**src/rtl/sobel_window_fetch.sv**
```systemverilog
// Fetches the 3x3 neighbourhood around a pixel from a registered-read image BRAM.
// Out-of-image neighbours are substituted with BORDER_VALUE and never issue a real read.
module sobel_window_fetch #(
  parameter logic [7:0] BORDER_VALUE = 8'd0
) (
  input  logic        clk,
  input  logic        rst,
  input  logic        fetch_start,
  input  logic [6:0]  px_xcoord,
  input  logic [6:0]  px_ycoord,
  output logic [13:0] bram_read_addr,
  input  logic [7:0]  bram_read_data,
  output logic [7:0]  window_p0,
  output logic [7:0]  window_p1,
  output logic [7:0]  window_p2,
  output logic [7:0]  window_p3,
  output logic [7:0]  window_p4,
  output logic [7:0]  window_p5,
  output logic [7:0]  window_p6,
  output logic [7:0]  window_p7,
  output logic [7:0]  window_p8,
  output logic        fetch_done,
  output logic        busy
);

  localparam logic [1:0] S_IDLE  = 2'd0;
  localparam logic [1:0] S_ISSUE = 2'd1;
  localparam logic [1:0] S_DRAIN = 2'd2;

  logic [1:0] state_q, state_d;
  logic [3:0] k_q, k_d;
  logic [6:0] x_q, x_d, y_q, y_d;
  logic       cap_valid_q, cap_valid_d;
  logic [3:0] cap_idx_q, cap_idx_d;
  logic       cap_oob_q, cap_oob_d;
  logic       done_q, done_d;
  logic [7:0] win_q [9];

  logic [1:0] col_sel, row_sel;
  logic [6:0] nx, ny;
  logic       oob;

  // col_sel/row_sel: 0 = minus one, 1 = centre, 2 = plus one
  always_comb begin
    col_sel = 2'd1;
    row_sel = 2'd1;
    case (k_q)
      4'd0, 4'd3, 4'd6: col_sel = 2'd0;
      4'd2, 4'd5, 4'd8: col_sel = 2'd2;
      default:          col_sel = 2'd1;
    endcase
    if (k_q < 4'd3)      row_sel = 2'd0;
    else if (k_q < 4'd6) row_sel = 2'd1;
    else                 row_sel = 2'd2;

    nx = x_q;
    ny = y_q;
    if (col_sel == 2'd0)      nx = x_q - 7'd1;
    else if (col_sel == 2'd2) nx = x_q + 7'd1;
    if (row_sel == 2'd0)      ny = y_q - 7'd1;
    else if (row_sel == 2'd2) ny = y_q + 7'd1;

    oob = ((col_sel == 2'd0) && (x_q == 7'd0))   ||
          ((col_sel == 2'd2) && (x_q == 7'd127)) ||
          ((row_sel == 2'd0) && (y_q == 7'd0))   ||
          ((row_sel == 2'd2) && (y_q == 7'd127));
  end

  always_comb begin
    state_d     = state_q;
    k_d         = k_q;
    x_d         = x_q;
    y_d         = y_q;
    done_d      = 1'b0;
    cap_valid_d = (state_q == S_ISSUE);
    cap_idx_d   = k_q;
    cap_oob_d   = oob;
    case (state_q)
      S_IDLE: begin
        if (fetch_start) begin
          state_d = S_ISSUE;
          k_d     = 4'd0;
          x_d     = px_xcoord;
          y_d     = px_ycoord;
        end
      end
      S_ISSUE: begin
        if (k_q == 4'd8) begin
          state_d = S_DRAIN;
          k_d     = 4'd0;
        end else begin
          k_d = k_q + 4'd1;
        end
      end
      S_DRAIN: begin
        state_d = S_IDLE;
        done_d  = 1'b1;
      end
      default: state_d = S_IDLE;
    endcase
  end

  always_ff @(posedge clk or posedge rst) begin
    if (rst) begin
      state_q     <= S_IDLE;
      k_q         <= '0;
      x_q         <= '0;
      y_q         <= '0;
      cap_valid_q <= 1'b0;
      cap_idx_q   <= '0;
      cap_oob_q   <= 1'b0;
      done_q      <= 1'b0;
    end else begin
      state_q     <= state_d;
      k_q         <= k_d;
      x_q         <= x_d;
      y_q         <= y_d;
      cap_valid_q <= cap_valid_d;
      cap_idx_q   <= cap_idx_d;
      cap_oob_q   <= cap_oob_d;
      done_q      <= done_d;
    end
  end

  // Capture lags the issue cycle by one edge to match the BRAM read latency.
  always_ff @(posedge clk or posedge rst) begin
    if (rst) begin
      for (int unsigned i = 0; i < 9; i++) win_q[i] <= '0;
    end else begin
      for (int unsigned i = 0; i < 9; i++) begin
        if (cap_valid_q && (cap_idx_q == 4'(i)))
          win_q[i] <= cap_oob_q ? BORDER_VALUE : bram_read_data;
      end
    end
  end

  assign bram_read_addr = ((state_q == S_ISSUE) && !oob) ? {ny, nx} : '0;
  assign fetch_done     = done_q;
  assign busy           = (state_q != S_IDLE);

  assign window_p0 = win_q[0];
  assign window_p1 = win_q[1];
  assign window_p2 = win_q[2];
  assign window_p3 = win_q[3];
  assign window_p4 = win_q[4];
  assign window_p5 = win_q[5];
  assign window_p6 = win_q[6];
  assign window_p7 = win_q[7];
  assign window_p8 = win_q[8];

endmodule

```
**config.mk**
```make
export PLATFORM = sky130hd
export DESIGN_NAME = sobel_window_fetch
export DESIGN_NICKNAME = d
export VERILOG_FILES = /design/src/rtl/sobel_window_fetch.sv
export SDC_FILE = /design/constraint.sdc
export NUM_CORES = 1
export LEC_CHECK = 0
export CORE_ASPECT_RATIO = 0.6
export CORE_MARGIN = 2
export CORE_UTILIZATION = 53
export DETAILED_ROUTE_END_ITERATION = 8
export PLACE_DENSITY = 0.85
export SLEW_MARGIN = 20
export SYNTH_ARGS = -nofsm -noshare
export SYNTH_HDL_FRONTEND = slang
export SYNTH_SLANG_ARGS = --single-unit
```
**constraint.sdc**
```tcl
create_clock -name clk -period 7.3 [get_ports clk]
set_input_delay 1.46 -clock clk [delete_from_list [all_inputs] [get_ports clk]]
set_output_delay 1.46 -clock clk [all_outputs]
set_load 0.005 [all_outputs]
```
==> run metrics <==
cell chosen for the clock root=clkbuf_16; initial core utilization=0.539; Final Worst Setup Slack=slightly above 3 ns; Synth area leader=dfrtp_1; fin crit share=0.586; final setup TNS=0 ns; maximum vdd drop=0.227 mV; CP max-delay cell=clkdlybuf4s50_1; Rel. slew slack=0.447; RSZ-0062 raised after global routing=false; DRC violations left=0; area of the core=approximately 8400 um2; crit path time final=4.28 ns; crit-path max cell delay=approximately 0.53 ns; most numerous cell in the Yosys netlist=dfrtp_1; Antenna Violating Nets Remaining=0; Worst setup SP type=flip-flop; global-route wire length before repair=17,000 um; Final Power=between 2 and 3 mW; I/O Buffers=~110; drt wl/cell=around 17 um; outcome=complete, no violations; CTS Buffer Depth=2; synth top area cells=dfrtp_1 (55%), mux2_2 (10%), o21ai_0 (5.6%); vias in the first global route=between 3,000 and 4,000; syn_area_per_cell=approximately 11 um2; antenna violations before repair=0; CTS Sinks=slightly below 100; cts hold-fix bufs=0; worst setup path class=reg2out; Iter 0 DRT Violations=325; pwr/cell area=491 nW/um2; fraction of layout cells with a size suffix above 1=0.162; DP Cell Count=614; first drt pass iteration count=5; Synth Flop Type=dfrtp_1; Via density=about 5.5; FF+latch count, synth=a little under 100; Placed Area=about 5700 um2; Syn Nets=438; fin. max-slew vios=0; Leakage=2.56 nW; part of the Yosys area used for sequential elements=0.547; CP Capture Type=output port; row cnt=26; # IOs=113; Hold WC Path Type=reg2reg; DP Wirelength=8030 um; Die Area=~9300 um2; Inserted Clock Buffers=9; Fin. Hold Viols=0; Yosys top cell area share=0.547; grt ovf=0; DIE HEIGHT=around 76 um; H-tree Lvls=3; Yosys cell types=between 50 and 60; final non-filler cell area=approximately 6000 um2; Diodes inserted=0; Post-synth EDFFs=0; WP data arrival=2.82 ns; max cap viols=0; CTS tree=yes; Total Wirelength=between 10,000 and 15,000 um; post-cts resize count=0; clk_skew=between 0.005 and 0.006 ns; vias=3,476; yosys warns=0; Clock transition at path regs=0.07 ns; Synth Instances=about 400; crit path cell chain=inv_1, ha_1, nand3b_1, o21ai_2, nand3_2, o2111a_2, and3_1, clkdlybuf4s50_1; Final Wtd Congestion=a little under 0.9; synthesis-to-layout area growth=32.5%; dpl ws=about 3.4 ns; post-synthesis cell area=4530 um2; Layout Cells excl Fill=630; Post-synth top cells=dfrtp_1 (99), nand2_1 (57), o21ai_0 (51); chip width=roughly 120 um; Setup Fix Bufs, Post-CTS=0; asr flop ratio synth=1.00; worst-margin pin slew=roughly 0.83 ns; endpoints failing setup=0; Clock Latency Late Sink=around 0.34 ns; largest net degree at the start of global routing=66; # nets final=roughly 550; CP Data Required Time=about 6 ns; total track usage=0.241; crit path max fanout=13; fmax=around 230 MHz
final timing paths:
check	endpoint	startpoint	depth (start not counted)	slack (ns)
min in group asynchronous	x_q[5]	rst	2	1.48
min	fetch_done	state_q[0]	1	0.46
max in group asynchronous	window_p3[1]	rst	3	4.66
max reg2reg	window_p3[6]	cap_idx_q[2]	3	5.37
max	bram_read_addr[7]	cap_idx_d[1]	8	3.02
min reg2reg	fetch_done	state_q[0]	1	0.46
metrics by stage:
| step | utilization | hold WS (ns) |
|---|---|---|
| after floorplan | - | 0.374 |
| after global placement | 0.681 | 0.453 |
| after detailed placement | 0.681 | 0.455 |
| after CTS | 0.715 | 0.466 |
| after global routing | 0.715 | 0.487 |
| final | 0.715 | 0.464 |
cell usage in the layout (no fill, tap or decap), types with 3 or more instances in the layout:
master	instances
clkdlybuf4s50_1	112
dfrtp_1	99
nand2_1	57
o21ai_0	51
mux2_2	41
nor2b_1	12
nor2_1	11
nand2b_1	10
inv_1	9
ha_1	9
clkbuf_16	9
and2_4	7
a21oi_1	6
nand3_1	6
xnor2_1	6
or3_1	5
nand3b_1	5
nor3_1	4
o22ai_1	4
nand4b_1	3
nor3b_2	3
and3_1	3
sequential cells by signal, indices dropped and copies added, names as in the netlist, 2 cells and up:
| register | cells |
|---|---|
| y_q | 7 |
| window_p2 | 8 |
| window_p4 | 8 |
| x_q | 7 |
| cap_idx_q | 4 |
| window_p5 | 8 |
| window_p7 | 8 |
| window_p8 | 8 |
| cap_idx_d | 4 |
| window_p3 | 8 |
| window_p0 | 8 |
| window_p6 | 8 |
| window_p1 | 8 |
| state_q | 2 |
layer usage:
metal,wire length [um],track usage,vias to the layer above
met1,5020,0.359,1710
met3,677,0.0494,14
met5,0,0,-
met2,4950,0.369,121
li1,-,-,1631
met4,127,0.0568,0
critical path, delay by kind of cell (launching register included):
kind / cells / cell delay, ns
buffers and inverters: 2 / 0.67
AND/OR/NAND/NOR: 3 / 0.56
flip-flops: 1 / 0.49
AO/OA/AOI/OAI: 2 / 0.49
adder cells (fa/ha/maj): 1 / 0.28
layout make-up:
type                       instances  area [um2]
timing repair buffer             114        1140
clock buffer                      10         229
multi-input combinational        279        1920
tap                              112         140
fill                             592        2400
sequential                        99        2480
inverter                          10        40.0
clock inverter                     6        50.0
kinds of logic after synthesis:
logic type	synth area share
simple gates	0.179
fa+ha+maj	0.0249
mux	0.106
xor+xnor	0.0135
compound gates	0.102
flops	0.547
buf+inv	0.0274
where the power goes:
| group | internal (mW) | switching [mW] | leakage, nW | total [mW] |
|---|---|---|---|---|
| logic | 0.874 | 0.574 | 1.23 | 1.45 |
| clock network | 0.235 | 0.209 | 0.130 | 0.443 |
| registers | 0.817 | 0.238 | 1.20 | 1.06 |
(Power assumes the default switching activity.)
